$ cat src/rtl/jk_arb_pkg.sv
// Shared types and command encodings for the JK bank arbiter.
package jk_arb_pkg;

    typedef enum logic [1:0] {
        IDLE  = 2'd0,
        APPLY = 2'd1,
        DONE  = 2'd2
    } arb_state_e;

    localparam logic [1:0] JK_HOLD = 2'b00;
    localparam logic [1:0] JK_CLR  = 2'b01;
    localparam logic [1:0] JK_SET  = 2'b10;
    localparam logic [1:0] JK_TGL  = 2'b11;

    typedef struct packed {
        logic j;
        logic k;
    } jk_cmd_t;

endpackage

$ cat src/rtl/jk_cell.sv
// One JK flip-flop with an update enable; holds its value while en is low.
module jk_cell
    import jk_arb_pkg::*;
(
    input  logic clk,
    input  logic rst,
    input  logic en,
    input  logic j,
    input  logic k,
    output logic q
);

    logic q_q;
    logic q_d;

    always_comb begin
        q_d = q_q;
        if (en) begin
            case ({j, k})
                JK_CLR:  q_d = 1'b0;
                JK_SET:  q_d = 1'b1;
                JK_TGL:  q_d = ~q_q;
                default: q_d = q_q;
            endcase
        end
    end

    always_ff @(posedge clk or posedge rst) begin
        if (rst) begin
            q_q <= 1'b0;
        end else begin
            q_q <= q_d;
        end
    end

    assign q = q_q;

endmodule

$ cat src/rtl/jk_bank_arbiter.sv
// Round-robin arbiter granting one JK command at a time onto a shared bank of JK flops.
module jk_bank_arbiter
    import jk_arb_pkg::*;
#(
    parameter  int unsigned NREQ  = 4,
    parameter  int unsigned WIDTH = 8,
    localparam int unsigned IDXW  = $clog2(WIDTH)
) (
    input  logic                 clk,
    input  logic                 rst,
    input  logic [NREQ-1:0]      req,
    input  logic [2*NREQ-1:0]    cmd,
    input  logic [IDXW*NREQ-1:0] idx,
    output logic [NREQ-1:0]      gnt,
    output logic                 ack,
    output logic                 err,
    output logic                 busy,
    output logic [WIDTH-1:0]     q
);

    localparam int unsigned PTRW = $clog2(NREQ);

    arb_state_e       state_q, state_d;
    logic [PTRW-1:0]  ptr_q,   ptr_d;
    logic [PTRW-1:0]  win_q,   win_d;
    jk_cmd_t          jk_q,    jk_d;
    logic [IDXW-1:0]  idx_q,   idx_d;
    logic [NREQ-1:0]  gnt_q,   gnt_d;
    logic             ack_q,   ack_d;
    logic             err_q,   err_d;
    logic             busy_q,  busy_d;

    logic [PTRW-1:0]  win_c;
    jk_cmd_t          sel_jk_c;
    logic [IDXW-1:0]  sel_idx_c;
    logic             in_range_c;
    logic [WIDTH-1:0] cell_en_c;

    // First set request at or after p, wrapping at NREQ.
    function automatic logic [PTRW-1:0] rr_pick(input logic [NREQ-1:0] r,
                                                input logic [PTRW-1:0] p);
        logic [PTRW-1:0] w;
        logic            found;
        int unsigned     c;
        w     = p;
        found = 1'b0;
        for (int unsigned o = 0; o < NREQ; o++) begin
            c = (32'(p) + o) % NREQ;
            if (!found && r[PTRW'(c)]) begin
                w     = PTRW'(c);
                found = 1'b1;
            end
        end
        return w;
    endfunction

    // Winner selection and mux of the winner's command fields.
    always_comb begin
        win_c     = rr_pick(req, ptr_q);
        sel_jk_c  = jk_cmd_t'(JK_HOLD);
        sel_idx_c = '0;
        for (int unsigned i = 0; i < NREQ; i++) begin
            if (win_c == PTRW'(i)) begin
                sel_jk_c  = jk_cmd_t'(cmd[2*i +: 2]);
                sel_idx_c = idx[IDXW*i +: IDXW];
            end
        end
    end

    // Extra MSB keeps the compare meaningful when WIDTH is a power of two.
    assign in_range_c = ({1'b0, idx_q} < (IDXW+1)'(WIDTH));

    always_comb begin
        state_d = state_q;
        ptr_d   = ptr_q;
        win_d   = win_q;
        jk_d    = jk_q;
        idx_d   = idx_q;
        gnt_d   = gnt_q;
        ack_d   = ack_q;
        err_d   = err_q;

        case (state_q)
            IDLE: begin
                if (|req) begin
                    win_d        = win_c;
                    jk_d         = sel_jk_c;
                    idx_d        = sel_idx_c;
                    gnt_d        = '0;
                    gnt_d[win_c] = 1'b1;
                    state_d      = APPLY;
                end else begin
                    gnt_d = '0;
                end
            end
            APPLY: begin
                ack_d   = 1'b1;
                err_d   = ~in_range_c;
                ptr_d   = (win_q == PTRW'(NREQ-1)) ? '0 : win_q + PTRW'(1);
                state_d = DONE;
            end
            DONE: begin
                ack_d   = 1'b0;
                err_d   = 1'b0;
                gnt_d   = '0;
                state_d = IDLE;
            end
            default: begin
                ack_d   = 1'b0;
                err_d   = 1'b0;
                gnt_d   = '0;
                state_d = IDLE;
            end
        endcase

        busy_d = (state_d != IDLE);
    end

    always_ff @(posedge clk or posedge rst) begin
        if (rst) begin
            state_q <= IDLE;
            ptr_q   <= '0;
            win_q   <= '0;
            jk_q    <= '0;
            idx_q   <= '0;
            gnt_q   <= '0;
            ack_q   <= 1'b0;
            err_q   <= 1'b0;
            busy_q  <= 1'b0;
        end else begin
            state_q <= state_d;
            ptr_q   <= ptr_d;
            win_q   <= win_d;
            jk_q    <= jk_d;
            idx_q   <= idx_d;
            gnt_q   <= gnt_d;
            ack_q   <= ack_d;
            err_q   <= err_d;
            busy_q  <= busy_d;
        end
    end

    // Only the addressed bit sees an enable, and only while applying.
    always_comb begin
        for (int unsigned i = 0; i < WIDTH; i++) begin
            cell_en_c[i] = (state_q == APPLY) && in_range_c && (idx_q == IDXW'(i));
        end
    end

    for (genvar g = 0; g < WIDTH; g++) begin : g_cell
        jk_cell u_cell (
            .clk (clk),
            .rst (rst),
            .en  (cell_en_c[g]),
            .j   (jk_q.j),
            .k   (jk_q.k),
            .q   (q[g])
        );
    end

    assign gnt  = gnt_q;
    assign ack  = ack_q;
    assign err  = err_q;
    assign busy = busy_q;

endmodule

$ cat config.mk
export PLATFORM = sky130hd
export DESIGN_NAME = jk_bank_arbiter
export DESIGN_NICKNAME = d
export VERILOG_FILES = /design/src/rtl/jk_arb_pkg.sv /design/src/rtl/jk_cell.sv /design/src/rtl/jk_bank_arbiter.sv
export SDC_FILE = /design/constraint.sdc
export NUM_CORES = 1
export LEC_CHECK = 0
export CORE_MARGIN = 1
export CORE_UTILIZATION = 46
export DETAILED_ROUTE_END_ITERATION = 8
export PLACE_DENSITY_LB_ADDON = 0.08
export RECOVER_POWER = 50
export SLEW_MARGIN = 25
export SYNTH_ARGS = -nofsm -noshare
export SYNTH_HDL_FRONTEND = slang
export SYNTH_SLANG_ARGS = --single-unit
$ cat constraint.sdc
create_clock -name clk -period 2.2 [get_ports clk]
set_input_delay 0.44 -clock clk [delete_from_list [all_inputs] [get_ports clk]]
set_output_delay 0.44 -clock clk [all_outputs]
set_load 0.01 [all_outputs]
==> run metrics <==
outcome=finished clean; Required @ worst endpoint=2.43 ns; Max-Cap Viols=0; ant diodes=0; WL per Instance=14.7 µm; I/O pin cnt=41; share of synthesized area occupied by flip-flops and latches=48.1%; min setup slack post-route=0.277 ns; clk_lat worst skew=0.31 ns; final setup vio count=0; router iterations before antenna repair=4; crit path DAT=2.15 ns; kind of critical path=in -> reg; FF+latch count, synth=25; final hold viol count=0; Largest stage delay, worst path=0.55 ns; global-route wire length before repair=4400 µm; crit path max-delay cell type=sky130_fd_sc_hd__clkdlybuf4s50_1; GP Congestion=0.787; total number of vias=1087; Congestion Overflow GR=0; Post-Syn Instances=127; remaining design rule violation count=0; remaining antenna violation count after routing=0; post-route clock period utilization=87.4%; Post-Syn Area=1300 µm²; Ys Warns=0; peak supply drop=0.753 mV; half-perimeter wire length of the detailed placement result=2160 µm; setup fix buffers added after clock tree synthesis=0; critical-path maximum fanout=8; layout overhead on the synthesized area=29.2%; number of buffers between clock root and the deepest sink=2; standard cell area after detailed placement=1660 µm²; upper clock frequency limit=0.520 GHz; number of violations reported at the end of detailed-routing iteration 0=26; cell at the root of the clock tree=sky130_fd_sc_hd__clkbuf_4; final setup skew=0.00302 ns; antenna violations before repair=0; ratio of cells with drive above 1 in the final layout=6.88%; largest net degree at the start of global routing=26; Std-Cell Core Area=2570 µm²; Post-Syn Area per Cell=10.2 µm²; die height=55.2 µm; cells resized by post-CTS repair=0; port buffer count=39; cell area after layout=1680 µm²; number of buffers inserted during clock tree synthesis=3; Synthesized Nets=154; initial core utilization=50.7%; P per Cell Area=1300 nW/µm²; Startpoint Class=input pin; total detailed-routing wirelength=2790 µm; number of fillers in the final layout=222; Die Area=3050 µm²; post-synthesis cell type count=32; CTS sink cnt=25; number of enable-type register cells in the synthesized netlist=0; number of vias per cell=5.72; clock tree from TritonCTS=done; FFs w/ async S/R, synth=100%; cts-stage hold buffer count=0; final number of max-transition violations=0; CP cell instances=clkdlybuf4s50_1, inv_1, a21o_1, a211o_1, or2_1, o221ai_2; width of the die=55.2 µm; CP endpoint kind=flop; via count of the first global-routing pass=974; GRT Util Overall=20.7%; placement-stage worst setup slack=-0.0436 ns; time the worst path needs with I/O delays and setup=1.92 ns; post-route core utilization=65.5%; Slew headroom=10.6%; maximum level of the CTS H-tree=1; count of nets after finishing=188; measured slew at the worst slew-check pin=1.34 ns; Hold WC Path Type=reg -> reg; Reg clk slew, reported paths=0.13 ns; most used flip-flop cell after synthesis=sky130_fd_sc_hd__dfrtp_1; Placement Rows=18; setup repair after global routing missed its margin=no; Leak Pwr=0.000728 µW; setup_tns=0 ns
==> layout by cell type, fill, tap and decap left out, types with 5 or more instances in the layout <==
master                            Yosys  routed
sky130_fd_sc_hd__clkdlybuf4s50_1      0      38
sky130_fd_sc_hd__nand2_1             18      18
sky130_fd_sc_hd__a31oi_1              8       8
sky130_fd_sc_hd__mux2i_1             10      10
sky130_fd_sc_hd__a21oi_1              6       6
sky130_fd_sc_hd__dfrtp_1             25      25
sky130_fd_sc_hd__inv_1                5       5
==> power breakdown <==
group	switching, µW	internal (µW)	total (µW)
logic	528	565	1090
registers	215	685	900
clock network	129	70.6	200
total	872	1320	2190
==> logic make-up (layout without fill, tap and decap cells) <==
group                      after synthesis  count (layout)  share of synthesized area [%]
and+or+nand+nor                         36              36                           13.0
buffers and inverters                   19              52                           9.81
adders and majority gates                1               1                          0.961
AOI/OAI and AO/OA                       35              35                           20.2
DFF                                     25              25                           48.1
muxes                                   10              10                           7.69
other                                    1               1                          0.288
==> per-layer routing <==
layer  wire [µm]  global-route usage, %
met5           0                      0
met4          15                   5.83
met3         192                   3.28
met2        1350                   36.1
met1        1230                   26.4
==> worst paths after layout <==
| check | start | end | slack [ns] | cells past startpoint |
|---|---|---|---|---|
| max in group asynchronous | rst | jk_q[1] | 0.42 | 3 |
| min reg2reg | state_q[1] | busy | 0.48 | 1 |
| max | req[3] | idx_q[1] | 0.28 | 6 |
| max reg2reg | ptr_q[1] | idx_q[1] | 0.56 | 6 |
| min in group asynchronous | rst | g_cell[1].u_cell.q | 1.00 | 3 |
| min | state_q[1] | busy | 0.48 | 1 |
==> sequential cells by signal (all words and copies together) (netlist names) <==
register and cells:
gnt 4, ptr_q 2, busy 1, state_q 2, win_q 2, idx_q 3
ack 1, jk_q 2, g_cell.u_cell.q 8
==> metrics by stage <==
step                power (µW)  hold WS, ns  cells
finish                    2190        0.478    190
global route              2350        0.496    190
floorplan                 1640        0.428    127
global placement          1950        0.444    186
detailed placement        2010        0.451    186
CTS                       2200        0.471    190
==> cells in the mapped netlist (all sizes together) (2+ instances only) <==
library cell | n | area (µm²)
a41oi | 4 | 35.0
dfrtp | 25 | 626
nand2 | 18 | 67.6
nor2 | 4 | 15.0
o21ai | 7 | 38.8
nand2b | 4 | 25.0
a31oi | 8 | 50.1
nor3 | 2 | 10.0
buf | 12 | 101
nor2b | 3 | 18.8
a21oi | 6 | 30.0
mux2i | 10 | 100
o221ai | 5 | 68.8
inv | 5 | 18.8
==> worst max-delay path, delay by kind of cell <==
| kind | cells | cell delay, ns |
|---|---|---|
| buffers and inverters | 2 | 0.64 |
| AOI/OAI and AO/OA | 3 | 0.71 |
| and+or+nand+nor | 1 | 0.36 |
==> area by class of cell <==
class	instances	area [µm²]	area share, %
inverter	6	22.5	1.34
timing repair buffer	42	422	25.1
tap	30	37.5	2.23
multi-input combinational	83	548	32.6
sequential	25	626	37.2
clock buffer	4	26.3	1.56
No activity file was read; power rests on OpenSTA's default activity.
